<file path="src/rtl/mem_bus_pkg.sv">
// Shared types and helpers for the memory-bus fabric: address width, I/O tag and
// region decode.
package mem_bus_pkg;

  localparam int unsigned ADDR_W   = 32;
  localparam int unsigned IO_SEL_W = 3;
  localparam logic [1:0]  IO_TAG   = 2'b11;

  typedef enum logic {REG_RAM, REG_IO} region_e;

  typedef enum logic {StIdle, StOwned} bus_state_e;

  // The I/O window is the top quarter just above the RAM address range.
  function automatic logic is_io(input logic [ADDR_W-1:0] addr, input int unsigned ram_aw);
    return 2'(addr >> (ram_aw - 32'd1)) == IO_TAG;
  endfunction

endpackage

</file>
<file path="src/rtl/mem_bus_fabric_if.sv">
// Master-side bundle of the memory-bus fabric: per-master request, address and
// write data in; grant, read-valid and shared read data out.
interface mem_bus_fabric_if #(
  parameter int unsigned NUM_MASTERS = 2
) ();
  import mem_bus_pkg::*;

  logic [NUM_MASTERS-1:0]        m_req;
  logic [NUM_MASTERS-1:0]        m_lock;
  logic [NUM_MASTERS-1:0]        m_wr;
  logic [ADDR_W*NUM_MASTERS-1:0] m_a;
  logic [8*NUM_MASTERS-1:0]      m_dout;
  logic [NUM_MASTERS-1:0]        m_gnt;
  logic [NUM_MASTERS-1:0]        m_rvalid;
  logic [7:0]                    m_rdata;

  modport master (
    output m_req, m_lock, m_wr, m_a, m_dout,
    input  m_gnt, m_rvalid, m_rdata
  );

  modport slave (
    input  m_req, m_lock, m_wr, m_a, m_dout,
    output m_gnt, m_rvalid, m_rdata
  );

endinterface

</file>
<file path="src/rtl/rr_arbiter.sv">
// Combinational round-robin picker: first requester above the last owner, wrapping
// modulo N. The pointer itself lives in the parent.
module rr_arbiter #(
  parameter int unsigned N    = 2,
  parameter int unsigned IdxW = 3
) (
  input  logic [N-1:0]    req_i,
  input  logic [IdxW-1:0] last_i,
  output logic [N-1:0]    gnt_oh_o,
  output logic [IdxW-1:0] gnt_idx_o
);

  int unsigned  idx;
  logic [N-1:0] cand;

  always_comb begin
    gnt_oh_o  = '0;
    gnt_idx_o = '0;
    idx       = 0;
    cand      = '0;
    for (int unsigned k = 1; k <= N; k++) begin
      idx  = (32'(last_i) + k) % N;
      cand = N'(1) << idx;
      if (gnt_oh_o == '0 && (req_i & cand) != '0) begin
        gnt_oh_o  = cand;
        gnt_idx_o = IdxW'(idx);
      end
    end
  end

endmodule

</file>
<file path="src/rtl/mem_bus_fabric.sv">
// Arbitrates NUM_MASTERS byte masters onto one RAM/I-O bus with tagged 1-cycle read return.
// Define MEM_BUS_PRIO0_EN to give master 0 strict, lock-overriding priority.
module mem_bus_fabric
  import mem_bus_pkg::*;
#(
  parameter int unsigned NUM_MASTERS    = 2,
  parameter int unsigned RAM_ADDR_WIDTH = 17
) (
  input  logic                      clk_in,
  input  logic                      rst_in,
  mem_bus_fabric_if.slave           bus,
  output logic                      ram_en,
  output logic                      ram_wr,
  output logic [RAM_ADDR_WIDTH-1:0] ram_a,
  output logic [7:0]                ram_din,
  input  logic [7:0]                ram_dout,
  output logic                      io_en,
  output logic                      io_wr,
  output logic [IO_SEL_W-1:0]       io_sel,
  output logic [7:0]                io_din,
  input  logic [7:0]                io_dout,
  input  logic                      io_full,
  output logic [2:0]                owner
);

  localparam int unsigned IdxW = 3;

  bus_state_e             state_q, state_d;
  logic [IdxW-1:0]        owner_q, owner_d, last_q, last_d, rd_id_q, rd_id_d;
  logic                   rd_pend_q, rd_pend_d;
  region_e                rd_io_q, rd_io_d;
  logic [7:0]             rdata_q, rdata_d;

  logic [NUM_MASTERS-1:0] own_oh, arb_oh;
  logic [IdxW-1:0]        arb_idx, idle_winner;
  logic [ADDR_W-1:0]      a_own;
  logic [7:0]             dout_own, rd_data;
  logic                   req_own, lock_own, wr_own, arb_any;
  logic                   stall, issue, release_own, preempt;
  region_e                region;

  rr_arbiter #(
    .N    (NUM_MASTERS),
    .IdxW (IdxW)
  ) u_arb (
    .req_i     (bus.m_req),
    .last_i    (last_q),
    .gnt_oh_o  (arb_oh),
    .gnt_idx_o (arb_idx)
  );

  assign arb_any = |arb_oh;

`ifdef MEM_BUS_PRIO0_EN
  assign preempt     = (state_q == StOwned) && bus.m_req[0] && (owner_q != '0);
  assign idle_winner = bus.m_req[0] ? '0 : arb_idx;
`else
  assign preempt     = 1'b0;
  assign idle_winner = arb_idx;
`endif

  // Owner's view of the bus and the issue/stall/release decisions.
  always_comb begin
    own_oh      = NUM_MASTERS'(1) << owner_q;
    req_own     = |(bus.m_req & own_oh);
    lock_own    = |(bus.m_lock & own_oh);
    wr_own      = |(bus.m_wr & own_oh);
    a_own       = ADDR_W'(bus.m_a >> (ADDR_W * 32'(owner_q)));
    dout_own    = 8'(bus.m_dout >> (32'd8 * 32'(owner_q)));
    region      = is_io(a_own, RAM_ADDR_WIDTH) ? REG_IO : REG_RAM;
    stall       = (region == REG_IO) && wr_own && io_full;
    issue       = (state_q == StOwned) && req_own && !stall;
    release_own = (state_q == StOwned) && !req_own && !lock_own;
    rd_data     = (rd_io_q == REG_IO) ? io_dout : ram_dout;
  end

  always_ff @(posedge clk_in) begin
    if (rst_in) begin
      state_q   <= StIdle;
      owner_q   <= '0;
      last_q    <= IdxW'(NUM_MASTERS - 1);
      rd_pend_q <= 1'b0;
      rd_id_q   <= '0;
      rd_io_q   <= REG_RAM;
      rdata_q   <= '0;
    end else begin
      state_q   <= state_d;
      owner_q   <= owner_d;
      last_q    <= last_d;
      rd_pend_q <= rd_pend_d;
      rd_id_q   <= rd_id_d;
      rd_io_q   <= rd_io_d;
      rdata_q   <= rdata_d;
    end
  end

  always_comb begin
    state_d = state_q;
    owner_d = owner_q;
    last_d  = last_q;
    case (state_q)
      StIdle: begin
        if (arb_any) begin
          state_d = StOwned;
          owner_d = idle_winner;
        end
      end
      StOwned: begin
        if (preempt) begin
          owner_d = '0;
          last_d  = owner_q;
        end else if (release_own) begin
          state_d = StIdle;
          last_d  = owner_q;
        end
      end
      default: state_d = StIdle;
    endcase
    // The read tag is independent of ownership, so a hand-over never loses a return.
    rd_pend_d = issue && !wr_own;
    rd_id_d   = owner_q;
    rd_io_d   = region;
    rdata_d   = rd_pend_q ? rd_data : rdata_q;
  end

  always_comb begin
    bus.m_gnt    = '0;
    bus.m_rvalid = '0;
    bus.m_rdata  = rdata_q;
    ram_en       = 1'b0;
    ram_wr       = 1'b0;
    ram_a        = '0;
    ram_din      = '0;
    io_en        = 1'b0;
    io_wr        = 1'b0;
    io_sel       = '0;
    io_din       = '0;
    owner        = owner_q;
    if (rst_in) begin
      bus.m_rdata = '0;
      owner       = '0;
    end else begin
      if (issue) begin
        bus.m_gnt = own_oh;
        if (region == REG_IO) begin
          io_en  = 1'b1;
          io_wr  = wr_own;
          io_sel = a_own[IO_SEL_W-1:0];
          io_din = dout_own;
        end else begin
          ram_en  = 1'b1;
          ram_wr  = wr_own;
          ram_a   = a_own[RAM_ADDR_WIDTH-1:0];
          ram_din = dout_own;
        end
      end
      if (rd_pend_q) begin
        bus.m_rvalid = NUM_MASTERS'(1) << rd_id_q;
        bus.m_rdata  = rd_data;
      end
    end
  end

endmodule

</file>
<file path="src/flat_wrapper.sv">
// flat-port wrapper written by rule: the top's interface ports become plain ports
module mem_bus_fabric_flat import mem_bus_pkg::*;
#(
  parameter int unsigned NUM_MASTERS    = 2,
  parameter int unsigned RAM_ADDR_WIDTH = 17
)
  (clk_in, rst_in, ram_en, ram_wr, ram_a, ram_din, ram_dout, io_en, io_wr, io_sel, io_din, io_dout, io_full, owner, bus_m_req, bus_m_lock, bus_m_wr, bus_m_a, bus_m_dout, bus_m_gnt, bus_m_rvalid, bus_m_rdata);
  mem_bus_fabric_if #(.NUM_MASTERS(NUM_MASTERS)) bus_i ();
  input  logic clk_in;
  input  logic rst_in;
  output logic ram_en;
  output logic ram_wr;
  output logic [RAM_ADDR_WIDTH-1:0] ram_a;
  output logic [7:0] ram_din;
  input  logic [7:0] ram_dout;
  output logic io_en;
  output logic io_wr;
  output logic [IO_SEL_W-1:0] io_sel;
  output logic [7:0] io_din;
  input  logic [7:0] io_dout;
  input  logic io_full;
  output logic [2:0] owner;
  input wire logic [$bits(bus_i.m_req)-1:0] bus_m_req;
  input wire logic [$bits(bus_i.m_lock)-1:0] bus_m_lock;
  input wire logic [$bits(bus_i.m_wr)-1:0] bus_m_wr;
  input wire logic [$bits(bus_i.m_a)-1:0] bus_m_a;
  input wire logic [$bits(bus_i.m_dout)-1:0] bus_m_dout;
  output wire logic [$bits(bus_i.m_gnt)-1:0] bus_m_gnt;
  output wire logic [$bits(bus_i.m_rvalid)-1:0] bus_m_rvalid;
  output wire logic [$bits(bus_i.m_rdata)-1:0] bus_m_rdata;
  assign bus_i.m_req = bus_m_req;
  assign bus_i.m_lock = bus_m_lock;
  assign bus_i.m_wr = bus_m_wr;
  assign bus_i.m_a = bus_m_a;
  assign bus_i.m_dout = bus_m_dout;
  assign bus_m_gnt = bus_i.m_gnt;
  assign bus_m_rvalid = bus_i.m_rvalid;
  assign bus_m_rdata = bus_i.m_rdata;
  mem_bus_fabric #(.NUM_MASTERS(NUM_MASTERS), .RAM_ADDR_WIDTH(RAM_ADDR_WIDTH)) u_core (.clk_in(clk_in), .rst_in(rst_in), .bus(bus_i), .ram_en(ram_en), .ram_wr(ram_wr), .ram_a(ram_a), .ram_din(ram_din), .ram_dout(ram_dout), .io_en(io_en), .io_wr(io_wr), .io_sel(io_sel), .io_din(io_din), .io_dout(io_dout), .io_full(io_full), .owner(owner));
endmodule
</file>
<file path="config.mk">
export PLATFORM = sky130hd
export DESIGN_NAME = mem_bus_fabric_flat
export DESIGN_NICKNAME = d
export VERILOG_FILES = /design/src/rtl/mem_bus_pkg.sv /design/src/rtl/mem_bus_fabric_if.sv /design/src/rtl/rr_arbiter.sv /design/src/rtl/mem_bus_fabric.sv /design/src/flat_wrapper.sv
export SDC_FILE = /design/constraint.sdc
export NUM_CORES = 1
export LEC_CHECK = 0
export BUFFER_PORTS_ARGS = -buffer_cell sky130_fd_sc_hd__buf_2
export CAP_MARGIN = 10
export CORE_ASPECT_RATIO = 0.8
export CORE_MARGIN = 5
export CORE_UTILIZATION = 35
export DETAILED_ROUTE_END_ITERATION = 8
export PLACE_DENSITY_LB_ADDON = 0.25
export SLEW_MARGIN = 20
export SYNTH_ARGS = -nofsm -noshare
export SYNTH_HDL_FRONTEND = slang
export SYNTH_HIERARCHICAL = 1
export SYNTH_SLANG_ARGS = --single-unit
</file>
<file path="constraint.sdc">
create_clock -name clk_in -period 1.9 [get_ports clk_in]
set_input_delay 0.095 -clock clk_in [delete_from_list [all_inputs] [get_ports clk_in]]
set_output_delay 0.095 -clock clk_in [all_outputs]
set_load 0.02 [all_outputs]
</file>
==> flow_metrics.tcl, run 1 <==
set metrics [dict create \
    powerDensity_nw_per_um2 470.8 \
    max_freq_ghz 0.5209 \
    seq_power_share_pct 33.4 \
    postRouteAntennaNets 0 \
    n_antenna_cell 0 \
    synthToLayoutAreaGrowth_pct 80.94 \
    cts.hold.buffers_added 0 \
    numCtsBuffers 3 \
    violations "negative setup slack" \
    endpoint "io_din[3]" \
    dieArea_um2 5650 \
    grt_pass1_wl_mm 7.872 \
    power_frac_clock_pct 20.7 \
    cts_max_path_buffers 2 \
    syn_avg_cell_area_um2 8.198 \
    first_global_vias 1741 \
    synthCells 181 \
    syn_area_um2 1484 \
    worst_slack_ps -19.90 \
    slew_viol_final 0 \
    antenna_found_initial 0 \
    initial_core_util_pct 35.74 \
    outcome "finished with violations" \
    reg2reg_depth 6 \
    num_rows 21 \
    routedWlPerCell_um 15.16 \
    worstHoldPathCells 3 \
    leakagePower_nw 1.269 \
    grt_usage_pct 16.38 \
    drt-total-wl_mm 5.759 \
    yosys_warnings 6 \
    grt_max_degree 19 \
    crit_start "u_core/owner_q[0]" \
    p_sw_share_pct 34.77 \
    cp_max_fo 8 \
    viasPerCell 4.966 \
    worstSkewPairLatency_ps 250 \
    fin_skew_ps 1.827 \
    peakVddDrop_uv 294.3 \
    r2r_setup_slack_ps 460 \
    cts.clk_slew.worst_paths_ps 60 \
    fin_nets 430 \
    critical_path_class "flip-flop to output port" \
    hold_viol 0 \
    gp_congestion 0.7881 \
    core_area_um2 4151 \
    arrival_ps 1820 \
    dr_total_vias 1887 \
    cp-start-kind "flip-flop" \
    grt.overflow.total 0 \
    slew_headroom_pct 62.55 \
    crit_path_frequent_cell "buf_4" \
    fin_util_pct 64.68 \
    crit_family "buffers and inverters" \
    drt_iter0_drc 111 \
    cts.htree.levels 1 \
    cp_num_cells 6 \
    cp-end-kind "output port" \
    combinationalPowerShare_pct 45.9 \
    critPathRequiredTime_ps 1800 \
    post-dp-hpwl_mm 3.817 \
    min-delay-path-class "input port to flip-flop" \
    drc 0 \
    port_buffers 131 \
    r2r_end "u_core/rd_io_q" \
    rsz0062_at_grt "yes" \
    drv_cap 0 \
    chipHeight_um 68.24 \
    drive_gt1_share_pct 64.71 \
    die_w_um 82.80 \
    clock-sinks 18 \
    rr_startpoint "u_core/owner_q[0]" \
    num_io_pins 160 \
    root_buffer "clkbuf_8" \
    finalSetupTns_ps -19.90 \
    cellInternalPower_uw 824.5 \
    fin_crit_sh_pct 101.0 \
    switching_power_uw 439.5 \
    slowest_delay_ps 370 \
    period_minus_slack_ps 1920 \
    cpMaxStageDelayCell "dfxtp_4" \
    dp_slack_ps -84.89 \
    cts_tree "built" \
    first_pass_iters 4 \
    setup_violations 1 \
    cp.buffers_inverters 3 \
    path_cells "mux2i_4 -> buf_4 -> nand3b_4 -> buf_6 -> nor3_1 -> buf_4" \
    max_slew.worst_pin.slew_ps 561.0 \
]
==> cells in the final DEF (no fill, tap or decap), types with 8 or more instances in the layout <==
cell type / instances
mux2i_1: 24
nor3_1: 12
nor3_2: 24
nor2_1: 19
mux2_2: 11
buf_2: 114
dfxtp_1: 17
buf_4: 32
a211oi_1: 8
nand2_1: 11
==> final cells by class <==
class | instances | area, µm²
Multi-Input combinational cell | 143 | 1204
Fill cell | 366 | 1466
Inverter | 3 | 11.26
Sequential cell | 18 | 364.1
Clock buffer | 3 | 41.29
Tap cell | 57 | 71.32
Timing Repair Buffer | 156 | 993.5
==> power groups by stage <==
stage / registers (mW) / logic, mW / clock network [mW]
after floorplan: 0.418 / 0.290 / 0
after CTS: 0.422 / 0.471 / 0.271
final: 0.422 / 0.580 / 0.262
after detailed placement: 0.430 / 0.427 / 0
after global routing: 0.425 / 0.622 / 0.285
after global placement: 0.428 / 0.424 / 0
==> timing repair <==
item / 4_1_cts / 5_1_grt
endpoints found under the setup margin: 40 / 42
buffers inserted: 2 / 9
cloned: 1 / 3
pin swaps: 1 / 5
gates resized for setup: 13 / 53
==> worst min path at each step <==
stage / start / endpoint / slack (ps)
final: ram_dout[6] / u_core/rdata_q[6] / 200
after global routing: ram_dout[4] / u_core/rdata_q[4] / 220
after CTS: ram_dout[6] / u_core/rdata_q[6] / 200
after detailed placement: ram_dout[6] / u_core/rdata_q[6] / 460
after global placement: ram_dout[2] / u_core/rdata_q[2] / 460
after floorplan: io_full / io_wr / 280
==> registers in the layout, summed over array words and instances, names as in the netlist <==
name and cells:
u_core/last_q 1, u_core/owner_q 3, u_core/rd_id_q 3, u_core/rd_io_q 1, u_core/rd_pend_q 1, u_core/rdata_q 8
u_core/state_q 1
==> metrics by stage <==
step                      power, mW  instance area [µm²]  instances  hold slack [ps]
after floorplan              0.7080                 1489        182            279.5
after global placement       0.8524                 2188        362            459.6
after detailed placement     0.8565                 2188        362            457.3
after CTS                     1.164                 2330        368            196.6
after global routing          1.332                 2685        380            220.2
final                         1.264                 2685        380            198.3
==> tightest hold or removal path: stages <==
cell and delay, ps:
buf_2 90, mux2i_1 110, a211oi_1 100
==> layer usage <==
| layer | vias up | global-route usage, % | share of wire [%] |
|---|---|---|---|
| met1 | 870 | 19.90 | 41 |
| met5 | - | 0 | 0 |
| met4 | 0 | 3.061 | 1.5 |
| met3 | 6 | 5.054 | 5.8 |
| met2 | 70 | 29.20 | 52 |
| li1 | 941 | - | - |
(Power assumes the default switching activity.)
==> inputs of run 2 (changes only) <==
SYNTH_HIERARCHICAL = unset   (was 1)
==> flow_metrics.tcl, run 2 <==
set metrics [dict create \
    outcome "complete, no violations" \
    fin_cells 337 \
    peakVddDrop_uv 219.2 \
    first_global_vias 1485 \
    routedWlPerCell_um 13.18 \
    cts.htree.levels 1 \
    drv_cap 0 \
    groute.layer.met1.usage_pct 17.75 \
    core_area_um2 4125 \
    synth_most_common_cell "nor3_2" \
    synth_edf_count 0 \
    num_io_pins 160 \
    num_rows 21 \
    chipHeight_um 68.17 \
    drt_iter0_drc 38 \
    cp.buffers_inverters 2 \
    synthToLayoutAreaGrowth_pct 49.53 \
    yosys_warnings 0 \
    cp-start-kind "flip-flop" \
    r2r_end "u_core.state_q" \
    whs_endpoint "u_core.state_q" \
    critical_path_class "flip-flop to output port" \
    initial_core_util_pct 35.88 \
    fin_skew_ps 1.016 \
    slew_viol_final 0 \
    path_cells "buf_4 -> nand3b_4 -> nand2_8 -> a211oi_1 -> buf_2" \
    critPathRequiredTime_ps 1800 \
    fin_nets 386 \
    hp-start "bus_m_req[0]" \
    min-delay-path-class "input port to flip-flop" \
    largest_reg_flops 8 \
    drt-total-wl_mm 4.440 \
    n_antenna_cell 0 \
    postRouteAntennaNets 0 \
    max_freq_ghz 0.5608 \
    gp_congestion 0.7724 \
    use_met3_pct 4.605 \
    port_buffers 129 \
    first_pass_iters 4 \
    grt.overflow.total 0 \
    synth_top_area_share_pct 23.67 \
    leakagePower_nw 1.054 \
    powerDensity_nw_per_um2 438.5 \
    cp_max_fo 28 \
    largest_register "u_core.rdata_q" \
    period_minus_slack_ps 1783 \
    synthArstFlopShare_pct 0 \
    crit_family "flip-flops" \
    drc 0 \
    synthDistinctLibCells 35 \
    ys_seq_elements 14 \
    top_usage_layer "met2" \
    cpMaxStageDelayCell "dfxtp_4" \
    die_w_um 82.71 \
    ys_top_cells_by_count "35 x nor3_2, 32 x mux2i_1, 15 x nor2_1" \
    final_common_cell "buf_2" \
    grt_max_degree 29 \
    synth_area_leaders "nor3_2 24%, mux2i_1 22%, dfxtp_1 19%" \
    numCtsBuffers 3 \
    post-dp-hpwl_mm 3.750 \
    dieArea_um2 5638 \
    reg2reg_depth 4 \
    ys.flop_type "dfxtp_1" \
    fin_util_pct 53.65 \
    grt_usage_pct 15.18 \
    arrival_ps 1690 \
    grt_pass1_wl_mm 6.637 \
    grt_use_met2_pct 27.10 \
    viasPerCell 4.564 \
    antenna_found_initial 0 \
    r2r_setup_slack_ps 600 \
    synth_largest_area_cell "nor3_2" \
    hold_viol 0 \
    slowest_delay_ps 430 \
    drive_gt1_share_pct 66.79 \
    cts.hold.buffers_added 0 \
    root_buffer "clkbuf_8" \
    finalSetupTns_ps 0 \
    cts_max_path_buffers 2 \
    cts_setup_buffers 0 \
    layout_common_cells "129 x buf_2, 35 x nor3_2, 32 x mux2i_1" \
    cts_tree "built" \
    rsz0062_at_grt "no" \
    setup_violations 0 \
    worstSkewPairLatency_ps 240 \
    dr_total_vias 1538 \
    dp.cells 333 \
    fin_crit_sh_pct 93.85 \
    clock-sinks 14 \
    synthCells 156 \
    rr_startpoint "u_core.owner_q[0]" \
    syn_area_um2 1480 \
    cts.clk_slew.worst_paths_ps 60 \
    syn_avg_cell_area_um2 9.488 \
    cp-end-kind "output port" \
    worstHoldPathCells 2 \
    yosysSeqAreaShare_pct 18.93 \
]
==> run 2: repair_timing <==
item,CTS,global route
resized for setup,2,2
endpoints found under the setup margin,27,14
hold endpoints to repair,0,0
==> run 2: worst reg2reg max path, cell delays in order (launching register included) <==
cell	delay (ps)
dfxtp_4	430
buf_4	300
nor4bb_1	270
nor2_1	90
o21a_1	110
==> run 2: per-layer routing <==
| metal | vias up | routed length [µm] |
|---|---|---|
| met5 | - | 0 |
| met4 | 0 | 47 |
| met3 | 4 | 334 |
| met2 | 52 | 2244 |
| met1 | 671 | 1813 |
| li1 | 811 | - |
==> run 2: kinds of logic (layout without fill, tap and decap cells) <==
logic type | count (synthesis) | after routing | synth area share [%]
AND/OR/NAND/NOR | 67 | 67 | 36.86
multiplexers | 34 | 34 | 24.18
buffers and inverters | 22 | 145 | 10.90
AO/OA/AOI/OAI | 18 | 18 | 8.875
flip-flops | 14 | 14 | 18.93
other | 1 | 2 | 0.2533
==> run 2: how the worst max path moves through the flow <==
stage | end | start | cells past startpoint
2_1_floorplan | bus_m_gnt[0] | u_core.owner_q[0] | 4
3_3_place_gp | bus_m_gnt[0] | u_core.owner_q[0] | 5
3_5_place_dp | bus_m_gnt[0] | u_core.owner_q[0] | 5
4_1_cts | io_din[7] | u_core.owner_q[0] | 6
5_1_grt | bus_m_gnt[0] | u_core.owner_q[0] | 5
6_report | bus_m_gnt[0] | u_core.owner_q[0] | 5
==> run 2: stage by stage <==
| step | setup WS, ps | cell area (µm²) | power [mW] | hold WS [ps] |
|---|---|---|---|---|
| 2_1_floorplan | 418.7 | 1484 | 0.5700 | 198.6 |
| 3_3_place_gp | 208.3 | 2137 | 0.6895 | 354.5 |
| 3_5_place_dp | 195.0 | 2137 | 0.6941 | 358.0 |
| 4_1_cts | 6.240 | 2203 | 0.9888 | 99.48 |
| 5_1_grt | 6.880 | 2213 | 1.034 | 105.9 |
| 6_report | 116.8 | 2213 | 0.9705 | 106.4 |
==> run 2: cell type report <==
type	count	area (µm²)
fillers	414	1912
multi-input cells	121	1061
repair buffers	136	723.2
flip-flops and latches	14	284.0
well taps	57	71.32
clock buffers	4	55.05
inverters	5	18.77
==> run 2: power by group <==
part / internal [mW] / switching (mW) / total (mW)
clock network: 0.183 / 0.0996 / 0.283
registers: 0.307 / 0.0162 / 0.323
logic: 0.162 / 0.203 / 0.365
==> inputs of run 3 (changes only) <==
GPL_TIMING_DRIVEN = 1   (was unset)
PLACE_DENSITY_LB_ADDON = 0.2   (was 0.25)
SLEW_MARGIN = 30   (was 20)
==> flow_metrics.tcl, run 3 (synthesis gave the netlist of run 2 again) <==
set metrics [dict create \
    outcome "complete, no violations" \
    switching_power_uw 321.8 \
    cellInternalPower_uw 648.7 \
    r2r_setup_slack_ps 690 \
    first_global_vias 1459 \
    layout_common_cells "129 x buf_2, 35 x nor3_2, 32 x mux2i_1" \
    post-dp-hpwl_mm 3.649 \
    drive_gt1_share_pct 65.95 \
    postRouteAntennaNets 0 \
    cts.clk_slew.worst_paths_ps 50 \
    cts_resized 0 \
    routedWlPerCell_um 13.31 \
    first_pass_iters 4 \
    port_buffers 129 \
    critical_path_class "flip-flop to output port" \
    max_slew.worst_pin.slew_ps 515.2 \
    rr_startpoint "u_core.owner_q[0]" \
    synthToLayoutAreaGrowth_pct 47.59 \
    critPathRequiredTime_ps 1800 \
    core_area_um2 4125 \
    drc 0 \
    min-delay-path-class "input port to flip-flop" \
    gp_congestion 0.7325 \
    viasPerCell 4.693 \
    fin_hold_ws_ps 105.6 \
    power_uw 970.5 \
    cp-start-kind "flip-flop" \
    fin_nets 385 \
    dpl_cell_area_um2 2117 \
    root_buffer "clkbuf_8" \
    cts.hold.buffers_added 0 \
    peakVddDrop_uv 360.6 \
    worstSkewPairLatency_ps 250 \
    grt.overflow.total 0 \
    combinationalPowerShare_pct 36.9 \
    die_w_um 82.71 \
    reg2reg_depth 4 \
    fin_cells 336 \
    largest_register "u_core.rdata_q" \
    hp-start "bus_m_req[0]" \
    multi_input_area_um2 1055 \
    cts_tree "built" \
    period_minus_slack_ps 1809 \
    cts.htree.levels 1 \
    num_rows 21 \
    n_antenna_cell 0 \
    num_io_pins 160 \
    chipHeight_um 68.17 \
    cts_max_path_buffers 2 \
    grt_max_degree 29 \
    hold_viol 0 \
    cts_setup_buffers 0 \
    initial_core_util_pct 35.88 \
    clock-sinks 14 \
    grt_pass1_wl_mm 6.575 \
    fin_util_pct 52.96 \
    fin_skew_ps 2.209 \
    worstHoldPathCells 2 \
    dp.cells 332 \
    cp-end-kind "output port" \
    seq_power_share_pct 33.3 \
    postLayoutCellArea_um2 2185 \
    drv_cap 0 \
    rsz0062_at_grt "yes" \
    slew_viol_final 0 \
    grt_usage_pct 14.80 \
    cp_max_fo 28 \
    power_frac_clock_pct 29.8 \
    setup_violations 0 \
    whs_endpoint "u_core.state_q" \
    powerDensity_nw_per_um2 444.3 \
    max_freq_ghz 0.5527 \
    numCtsBuffers 3 \
    antenna_found_initial 0 \
    ff_latch_area_um2 281.5 \
    arrival_ps 1710 \
    drt-total-wl_mm 4.471 \
    dr_total_vias 1577 \
    fin_crit_sh_pct 95.23 \
    slew_headroom_pct 65.60 \
    p_sw_share_pct 33.16 \
    leakagePower_nw 1.044 \
    final_common_cell "buf_2" \
    drt_iter0_drc 35 \
    r2r_end "u_core.state_q" \
    largest_reg_flops 8 \
    dieArea_um2 5638 \
    n_fill_cell 405 \
]
-- run 3: cell type report --
cell class | instances | share of cell area, %
well taps | 57 | 3.265
clock buffers | 4 | 2.520
inverters | 5 | 0.8591
repair buffers | 135 | 32.19
multi-input cells | 121 | 48.28
flip-flops and latches | 14 | 12.89
-- run 3: worst max-delay path by stage --
stage               cells after the start         startpoint  slack [ps]            to
floorplan                               4  u_core.owner_q[0]         420  bus_m_gnt[0]
global placement                        4  u_core.owner_q[0]         300     io_din[7]
detailed placement                      4  u_core.owner_q[0]         290     io_din[7]
CTS                                     4  u_core.owner_q[0]          20     io_din[7]
global route                            4  u_core.owner_q[0]         -10  bus_m_gnt[1]
finish                                  4  u_core.owner_q[0]          90  bus_m_gnt[1]
-- run 3: metal layers --
metal	vias up	routed length [µm]	global-route usage (%)
met1	700	1863	17.85
met4	0	28	2.449
li1	805	-	-
met2	67	2128	26.70
met3	5	451	3.947
met5	-	0	0
-- run 3: critical path, stage by stage (launching register included) --
cell,delay (ps)
dfxtp_2,450
nand3b_4,210
nand2_4,250
a211oi_1,330
buf_2,220
-- run 3: stage by stage --
stage               TNS, ps  worst slack [ps]
floorplan                 0             418.7
global route         -14.08            -14.08
finish                    0             90.64
global placement          0             303.3
detailed placement        0             294.6
CTS                       0             21.94
-- run 3: power by group through the flow --
stage                     clock network [mW]  logic, mW  registers, mW
after floorplan                            0      0.252          0.318
after global placement                     0      0.355          0.330
after detailed placement                   0      0.358          0.330
after CTS                              0.298      0.359          0.324
after global routing                   0.320      0.389          0.326
final                                  0.289      0.358          0.324
